===== src/rtl/calc_arb_pkg.sv =====
// Shared types and constants for the calculator arbiter: FSM state encoding,
// ALU op codes and the default watchdog limit.
package calc_arb_pkg;

  typedef enum logic [1:0] {
    ST_IDLE = 2'd0,
    ST_GO   = 2'd1,
    ST_WAIT = 2'd2,
    ST_RESP = 2'd3
  } state_e;

  localparam logic [1:0] ADD_OP = 2'b11;
  localparam logic [1:0] SUB_OP = 2'b10;
  localparam logic [1:0] AND_OP = 2'b01;
  localparam logic [1:0] XOR_OP = 2'b00;

  localparam int DEFAULT_TIMEOUT = 15;

  // Index width for n requesters, never narrower than one bit.
  function automatic int idx_width(input int n);
    return (n > 1) ? $clog2(n) : 1;
  endfunction

endpackage


===== src/rtl/calc_arbiter_rr_pick.sv =====
// Combinational round-robin picker: first requester strictly after ptr_i,
// wrapping around, reported both one-hot and as an index.
module rr_pick
  import calc_arb_pkg::*;
#(
  parameter int NREQ = 4,
  parameter int IW   = idx_width(NREQ)
) (
  input  logic [NREQ-1:0] req_i,
  input  logic [IW-1:0]   ptr_i,
  output logic [NREQ-1:0] onehot_o,
  output logic [IW-1:0]   idx_o,
  output logic            any_req_o
);

  logic          found;
  logic [IW-1:0] pos;

  // NOTE: every variable written here gets a default before any branch, so no
  // path can leave one unassigned and infer a latch.
  always_comb begin
    onehot_o  = '0;
    idx_o     = '0;
    found     = 1'b0;
    pos       = '0;
    any_req_o = |req_i;
    for (int k = 1; k <= NREQ; k++) begin
      pos = IW'((int'(ptr_i) + k) % NREQ);
      if (!found && req_i[pos]) begin
        found         = 1'b1;
        onehot_o[pos] = 1'b1;
        idx_o         = pos;
      end
    end
  end

endmodule


===== src/rtl/calc_arbiter.sv =====
// Round-robin arbiter sharing one calculator among NREQ requesters, with a
// watchdog that aborts a transaction when Done never arrives.
module calc_arbiter
  import calc_arb_pkg::*;
#(
  parameter int NREQ    = 4,
  parameter int DW      = 4,
  parameter int TIMEOUT = DEFAULT_TIMEOUT
) (
  input  logic              clk,
  input  logic              reset,
  input  logic [NREQ-1:0]   req,
  input  logic [NREQ*DW-1:0] in1_flat,
  input  logic [NREQ*DW-1:0] in2_flat,
  input  logic [NREQ*2-1:0] op_flat,
  output logic [NREQ-1:0]   gnt,
  output logic [NREQ-1:0]   rsp_valid,
  output logic [DW-1:0]     rsp_data,
  output logic              rsp_err,
  output logic              busy,
  output logic              calc_go,
  output logic [1:0]        calc_op,
  output logic [DW-1:0]     calc_in1,
  output logic [DW-1:0]     calc_in2,
  input  logic              calc_done,
  input  logic [DW-1:0]     calc_out,
  output logic              calc_abort
);

  localparam int IW = idx_width(NREQ);
  localparam int CW = $clog2(TIMEOUT);

  state_e          state_q, state_d;
  logic [IW-1:0]   ptr_q, ptr_d;
  logic [IW-1:0]   win_q, win_d;
  logic [NREQ-1:0] win_oh_q, win_oh_d;
  logic [DW-1:0]   in1_q, in1_d, in2_q, in2_d, res_q, res_d;
  logic [1:0]      op_q, op_d;
  logic [CW-1:0]   cnt_q, cnt_d;
  logic            err_q, err_d;

  logic [NREQ-1:0] pick_oh;
  logic [IW-1:0]   pick_idx;
  logic            any_req;

  rr_pick #(.NREQ(NREQ), .IW(IW)) u_pick (
    .req_i     (req),
    .ptr_i     (ptr_q),
    .onehot_o  (pick_oh),
    .idx_o     (pick_idx),
    .any_req_o (any_req)
  );

  // NOTE: state registers use non-blocking assignments so every flop samples
  // the pre-edge values; reset is synchronous and checked first.
  always_ff @(posedge clk) begin
    if (reset) begin
      state_q  <= ST_IDLE;
      ptr_q    <= IW'(NREQ - 1);
      win_q    <= '0;
      win_oh_q <= '0;
      in1_q    <= '0;
      in2_q    <= '0;
      op_q     <= '0;
      cnt_q    <= '0;
      res_q    <= '0;
      err_q    <= 1'b0;
    end else begin
      state_q  <= state_d;
      ptr_q    <= ptr_d;
      win_q    <= win_d;
      win_oh_q <= win_oh_d;
      in1_q    <= in1_d;
      in2_q    <= in2_d;
      op_q     <= op_d;
      cnt_q    <= cnt_d;
      res_q    <= res_d;
      err_q    <= err_d;
    end
  end

  always_comb begin
    state_d  = state_q;
    ptr_d    = ptr_q;
    win_d    = win_q;
    win_oh_d = win_oh_q;
    in1_d    = in1_q;
    in2_d    = in2_q;
    op_d     = op_q;
    cnt_d    = cnt_q;
    res_d    = res_q;
    err_d    = err_q;
    unique case (state_q)
      ST_IDLE: begin
        if (any_req) begin
          win_d    = pick_idx;
          win_oh_d = pick_oh;
          in1_d    = in1_flat[pick_idx*DW +: DW];
          in2_d    = in2_flat[pick_idx*DW +: DW];
          op_d     = op_flat[pick_idx*2 +: 2];
          state_d  = ST_GO;
        end
      end
      ST_GO: begin
        cnt_d   = '0;
        state_d = ST_WAIT;
      end
      ST_WAIT: begin
        // Done has priority over the watchdog when both land in one cycle.
        if (calc_done) begin
          res_d   = calc_out;
          err_d   = 1'b0;
          state_d = ST_RESP;
        end else if (cnt_q == CW'(TIMEOUT - 1)) begin
          res_d   = '0;
          err_d   = 1'b1;
          state_d = ST_RESP;
        end else begin
          cnt_d = cnt_q + CW'(1);
        end
      end
      ST_RESP: begin
        ptr_d   = win_q;
        state_d = ST_IDLE;
      end
      default: state_d = ST_IDLE;
    endcase
  end

  logic active;
  assign active     = (state_q == ST_GO) || (state_q == ST_WAIT);
  assign busy       = (state_q != ST_IDLE);
  assign gnt        = active ? win_oh_q : '0;
  assign calc_go    = (state_q == ST_GO);
  assign calc_op    = active ? op_q  : '0;
  assign calc_in1   = active ? in1_q : '0;
  assign calc_in2   = active ? in2_q : '0;
  assign rsp_valid  = (state_q == ST_RESP) ? win_oh_q : '0;
  assign rsp_data   = (state_q == ST_RESP) ? res_q : '0;
  assign rsp_err    = (state_q == ST_RESP) && err_q;
  assign calc_abort = (state_q == ST_RESP) && err_q;

endmodule


===== config.mk =====
export PLATFORM = sky130hd
export DESIGN_NAME = calc_arbiter
export DESIGN_NICKNAME = d
export VERILOG_FILES = /design/src/rtl/calc_arb_pkg.sv /design/src/rtl/calc_arbiter_rr_pick.sv /design/src/rtl/calc_arbiter.sv
export SDC_FILE = /design/constraint.sdc
export NUM_CORES = 1
export LEC_CHECK = 0
export ABC_AREA = 0
export BUFFER_PORTS_ARGS = -buffer_cell sky130_fd_sc_hd__buf_2
export CAP_MARGIN = 5
export CORE_MARGIN = 2
export CORE_UTILIZATION = 30
export DETAILED_ROUTE_END_ITERATION = 12
export SETUP_SLACK_MARGIN = 0.2
export SLEW_MARGIN = 10
export SYNTH_ARGS = -nofsm -noshare
export SYNTH_HDL_FRONTEND = slang
export SYNTH_HIERARCHICAL = 1
export SYNTH_SLANG_ARGS = --single-unit

===== constraint.sdc =====
create_clock -name clk -period 4.5 [get_ports clk]
set_clock_uncertainty 0.15 [all_clocks]
set_input_delay 0.9 -clock clk [delete_from_list [all_inputs] [get_ports clk]]
set_output_delay 0.9 -clock clk [all_outputs]
set_load 0.005 [all_outputs]

== Word level (Yosys, flattened, before mapping) ==
Cells that the tools add are included.

* Order comparisons: 8
* Bitwise logic cells: 3
* $add $sub $neg: 5
* Shift operators: 3
* Equal/unequal tests: 8
* Reductions and logical operators: 21
* Muxes and demuxes: 44

{| class="wikitable"
|+ Operators by type and width
! cell !! number
|-
| 4-bit 2-to-1 mux || 13
|-
| 16-bit by 5-bit variable part select with 4-bit output || 2
|-
| 2-bit 2-to-1 mux || 8
|-
| 1-bit 2-to-1 mux || 13
|-
| 2-bit by 3-bit less-than comparator with 1-bit output, second input constant || 4
|-
| 4-bit OR || 3
|-
| 1-bit binary-select mux with 2-bit select || 4
|-
| 1-bit demux with 2-bit select || 4
|-
| 2-bit by 1-bit greater-or-equal comparator with 1-bit output, second input constant || 4
|-
| 1-bit logical AND || 8
|-
| 2-bit one-hot mux with 4 select lines || 1
|-
| 4-bit one-hot mux with 2 select lines || 1
|-
| 8-bit by 4-bit variable part select with 2-bit output || 1
|-
| 2-bit != test, second input constant || 3
|-
| 2-bit AND reduction || 3
|-
| 2-bit nonzero test || 3
|-
| 2-bit by 1-bit adder with 2-bit output, second input constant || 2
|-
| 2-bit adder, second input constant || 2
|-
| 4-bit by 1-bit adder with 4-bit output, second input constant || 1
|-
| 2-bit == test, second input constant || 2
|-
| 4-bit == test, second input constant || 1
|-
| 4-bit OR reduction || 1
|-
| 1-bit logical NOT || 3
|-
| 3-bit != test, second input constant || 1
|-
| other kinds (4) || 4
|}

* Bits of input ports: 51
* Output and inout bits: 26
* Register bits: 29

== Logic depth before layout (Yosys ltp) ==
* Word-level depth: 14
* Gate-level depth with buffers: 12
* Depth with buffers taken out: 9

== Cells and area by module ==
The synthesis kept the hierarchy.

{| class="wikitable"
|+ Modules (own cells, without submodules)
! module !! sequential area each (µm²) !! area each (µm²) !! cells each !! times used
|-
| calc_arbiter || 580.6 || 1651.6 || 187 || 1
|-
| rr_pick || 0.0 || 540.5 || 70 || 1
|}

== Worst setup path before layout ==
No wires, ideal clock.

* Path kind: register -> register
* Start point: reg ptr_q[0]
* End point: reg in1_q[3]
* Data arrival time: 2.840 ns
* Path slack: 1.378 ns
* Period minus slack after synthesis: 3.122 ns
* Cell stages (with the launch flop): 13
* Path buffers: 3
* Setup time: 0.132 ns
* Required time: 4.218 ns
* Cell sequence: dfxtp_1 > buf_6 > inv_1 > ha_1 > clkbuf_1 > nor2b_1 > a22oi_1 > o211ai_1 > a21oi_1 > buf_4 > mux4_2 > nand2_1 > a21oi_1

* Word-level cells in the longest chain between the ends: 14

{| class="wikitable"
|+ RTL lines
! what !! RTL line !! source
|-
| start, declared || calc_arbiter.sv:34 || <nowiki>logic [IW-1:0] ptr_q, ptr_d;</nowiki>
|-
| start signal, assigned || calc_arbiter.sv:59 || <nowiki>ptr_q <= IW'(NREQ - 1);</nowiki>
|-
| start signal, assigned || calc_arbiter.sv:70 || <nowiki>ptr_q <= ptr_d;</nowiki>
|-
| 2-bit by 1-bit adder with 2-bit output || calc_arbiter_rr_pick.sv:28 || <nowiki>pos = IW'((int'(ptr_i) + k) % NREQ);</nowiki>
|-
| 1-bit binary-select mux with 2-bit select || calc_arbiter_rr_pick.sv:29 || <nowiki>if (!found && req_i[pos]) begin</nowiki>
|-
| 1-bit 2-to-1 mux (not written as such) || calc_arbiter_rr_pick.sv:29 ||
|-
| 1-bit 2-to-1 mux || calc_arbiter_rr_pick.sv:29 ||
|-
| 1-bit logical NOT || calc_arbiter_rr_pick.sv:29 ||
|-
| 1-bit logical AND || calc_arbiter_rr_pick.sv:29 ||
|-
| 1-bit 2-to-1 mux || calc_arbiter_rr_pick.sv:29 ||
|-
| 1-bit logical NOT || calc_arbiter_rr_pick.sv:29 ||
|-
| 1-bit logical AND || calc_arbiter_rr_pick.sv:29 ||
|-
| 1-bit 2-to-1 mux || calc_arbiter_rr_pick.sv:29 ||
|-
| 1-bit logical NOT || calc_arbiter_rr_pick.sv:29 ||
|-
| 1-bit logical AND || calc_arbiter_rr_pick.sv:29 ||
|-
| 2-bit 2-to-1 mux * || calc_arbiter_rr_pick.sv:29 ||
|-
| via pick_idx[0] || calc_arbiter.sv:43 || <nowiki>logic [IW-1:0] pick_idx;</nowiki>
|-
| 16-bit by 5-bit variable part select with 4-bit output * || calc_arbiter.sv:98 || <nowiki>in1_d = in1_flat[pick_idx*DW +: DW];</nowiki>
|-
| end signal, assigned || calc_arbiter.sv:73 || <nowiki>in1_q <= in1_d;</nowiki>
|-
| end, declared || calc_arbiter.sv:37 || <nowiki>logic [DW-1:0] in1_q, in1_d, in2_q, in2_d, res_q, res_d;</nowiki>
|}

Mark *: on every way through the listed nets, which the timed path passes. The rest lies on a longest branch. The select of a mux whose other input is x is not followed.
A chain may end at the register's enable or synchronous reset.

== Worst setup path after layout ==
* Start point: reg ptr_q[0]
* End point: reg in1_q[0]

Same word-level chain as after synthesis.

==> results.cfg <==
[synthesis]
yosys_warnings = 6
synth_cell_type_count = 48
synth_seq_cells = 29
synthCells = 257
synth_edf_count = 0
async_flop_share = 0
syn_nets = 324
synthTopCellsByCount = nand2_1 (48), dfxtp_1 (29), a21oi_1 (25), and2_1 (25), ha_1 (16)
synth_area_leader_cell = dfxtp_1
syn_area_um2 = 2190
avgSynthCellArea_um2 = 8.53
synth_ff_type = dfxtp_1
yosysMostFrequentCell = nand2_1
synth_top_area_share = 0.265
synthTopCellsByArea = dfxtp_1 (26%), mux4_2 (12%), ha_1 (9.1%)
ys_seq_area_frac = 0.265

[grt]
gr-total-overflow = 0
grt_start_max_net_pins = 33
grt_pass1_wl_um = 8570
track_usage = 0.139
grt_pass1_vias = 1777
antenna_found_initial = 0

[floorplanning]
core_area_um2 = 7180
ios = 77
initial_core_util = 0.305
die_y_um = 89.5
rows = 31
dieArea_um2 = 8010
die_x_um = 89.5

[drt]
drtAntennaViolNets = 0
detailedRoute.firstPassIterationCount = 4
via_per_inst = 4.92
drt-initial-drc-count = 96
wire_per_inst_um = 13.3
num_vias = 2085
drt-total-wl_um = 5640
drc = 0

[worst_setup_path]
worst_setup_path_start_kind = flip-flop
path_class = flip-flop to flip-flop
arrival_ns = 3.34
critPathMaxFanout = 19
cp-end-kind = flip-flop
reg2regPathDepth = 10
cp_data_required_time_ns = 4.49

[sta]
relSlewSlack = 0.395
tns_ns = 0
period_needed_ns = 3.35
fin_crit_sh = 0.745
setup_viol = 0
whs_ns = 0.303
tightest_slew_ns = 0.904
max_freq_mhz = 298
maxSlewViolCount = 0
rsz0062_at_grt = false
final_hold_viol_count = 0

[power_and_ir_drop]
power_density_nw_per_um2 = 467
peakVddDrop_v = 0.000179
p_leak_nw = 1.19
p_total_mw = 1.27

[status]
status = completed

[cts]
clock_tree.root_cell = clkbuf_8
cts_hold_buf = 0
cts_tree = done
cts.htree.levels = 2
postCtsSetupBuffers = 0
clock_path_buffers = 2
numCtsBuffers = 5
clock_latency_ns = 0.28
clk_pin_slew_ns = 0.06
cts_resized = 0
cts.sinks = 29

[cells_and_area]
area.growth.synth_to_final_pct = 24.0
finalNetCount = 391
antenna_cells = 0
drive_gt1_frac = 0.323

[min_path]
hp-class = flip-flop to flip-flop
holdPathStages = 2

[place]
gp_congestion = 0.814
io_buffers = 76
place_hpwl_um = 4110

[run]
max_cap_violations = 0
## sequential cells by signal, summed over array words and instances (netlist names)
register  count
cnt_q         4
err_q         1
in1_q         4
in2_q         4
op_q          2
ptr_q         2
res_q         4
state_q       2
win_oh_q      4
win_q         2
## cells by family after synthesis
family | after synthesis | share of synthesized area
DFF | 29 | 0.265
and+or+nand+nor | 115 | 0.272
AOI/OAI and AO/OA | 57 | 0.179
muxes | 15 | 0.138
adders and majority gates | 16 | 0.0913
buffers and inverters | 25 | 0.0548
## cell type report
class / count / area [um2]
fillers: 761 / 4460
multi-input cells: 203 / 1500
flip-flops and latches: 29 / 581
repair buffers: 77 / 388
well taps: 99 / 124
clock buffers: 7 / 96.3
inverters: 8 / 30.0
clock inverters: 1 / 5.00
## placed cells by master, fill, tap and decap left out, types with 2 or more instances in the layout
cell      synthesis  layout
nand3_2           2       2
nand4b_1          2       2
o211ai_1          2       2
mux4_2           12      12
dfxtp_1          29      29
mux2i_1           2       2
o21ai_1           4       4
buf_2             3      76
ha_1             16      16
a21oi_1          25      24
and2_1           25      25
o21ai_0           5       5
nor2b_1           8       8
nand3_1           5       5
nand4_1           3       3
clkbuf_8          0       7
inv_1             8       8
nand2_1          48      48
nor3_1            2       2
a221o_1           4       4
and2b_1           2       2
a211o_1           2       2
nor2_1            7       7
nor3b_1           2       2
nand2b_1          5       5
## path summary, 6_finish.rpt
check,from,end,slack [ns]
setup / recovery,ptr_q[0]$_SDFFE_PP1N_,in1_q[0]$_SDFFE_PP0P_,1.15
hold / removal,in2_q[1]$_SDFFE_PP0P_,in2_q[1]$_SDFFE_PP0P_,0.30
setup reg to reg,ptr_q[0]$_SDFFE_PP1N_,in1_q[0]$_SDFFE_PP0P_,1.15
hold reg to reg,in2_q[1]$_SDFFE_PP0P_,in2_q[1]$_SDFFE_PP0P_,0.30
## per-stage QoR
step	setup WS, ns	util	cells	instance area [um2]
5_1_grt	0.806	0.379	424	2720
3_5_place_dp	1.11	0.365	416	2620
3_3_place_gp	1.22	0.365	416	2620
4_1_cts	1.11	0.379	424	2720
2_1_floorplan	1.38	-	257	2190
6_report	1.15	0.379	424	2720
## power breakdown
| part | switching (mW) | internal (mW) |
|---|---|---|
| registers | 0.0511 | 0.322 |
| logic | 0.371 | 0.287 |
| clock network | 0.0998 | 0.138 |
## layer usage
layer  up-vias  routed length (um)  global-route usage
met5         -                   0                   0
met4         0                  42              0.0407
met3         4                 258              0.0314
met2        51                2710               0.218
met1       985                2640               0.191
li1       1045                   -                   -
## critical path, stage by stage (launching register included)
cell,delay [ns]
dfxtp_1,0.71
inv_1,0.26
ha_1,0.57
nor2b_1,0.13
a22oi_1,0.20
o211ai_1,0.12
a21oi_2,0.15
buf_4,0.24
mux4_2,0.52
nand2_1,0.08
a21oi_1,0.06
Note: power is estimated with default switching activity, not from simulation.
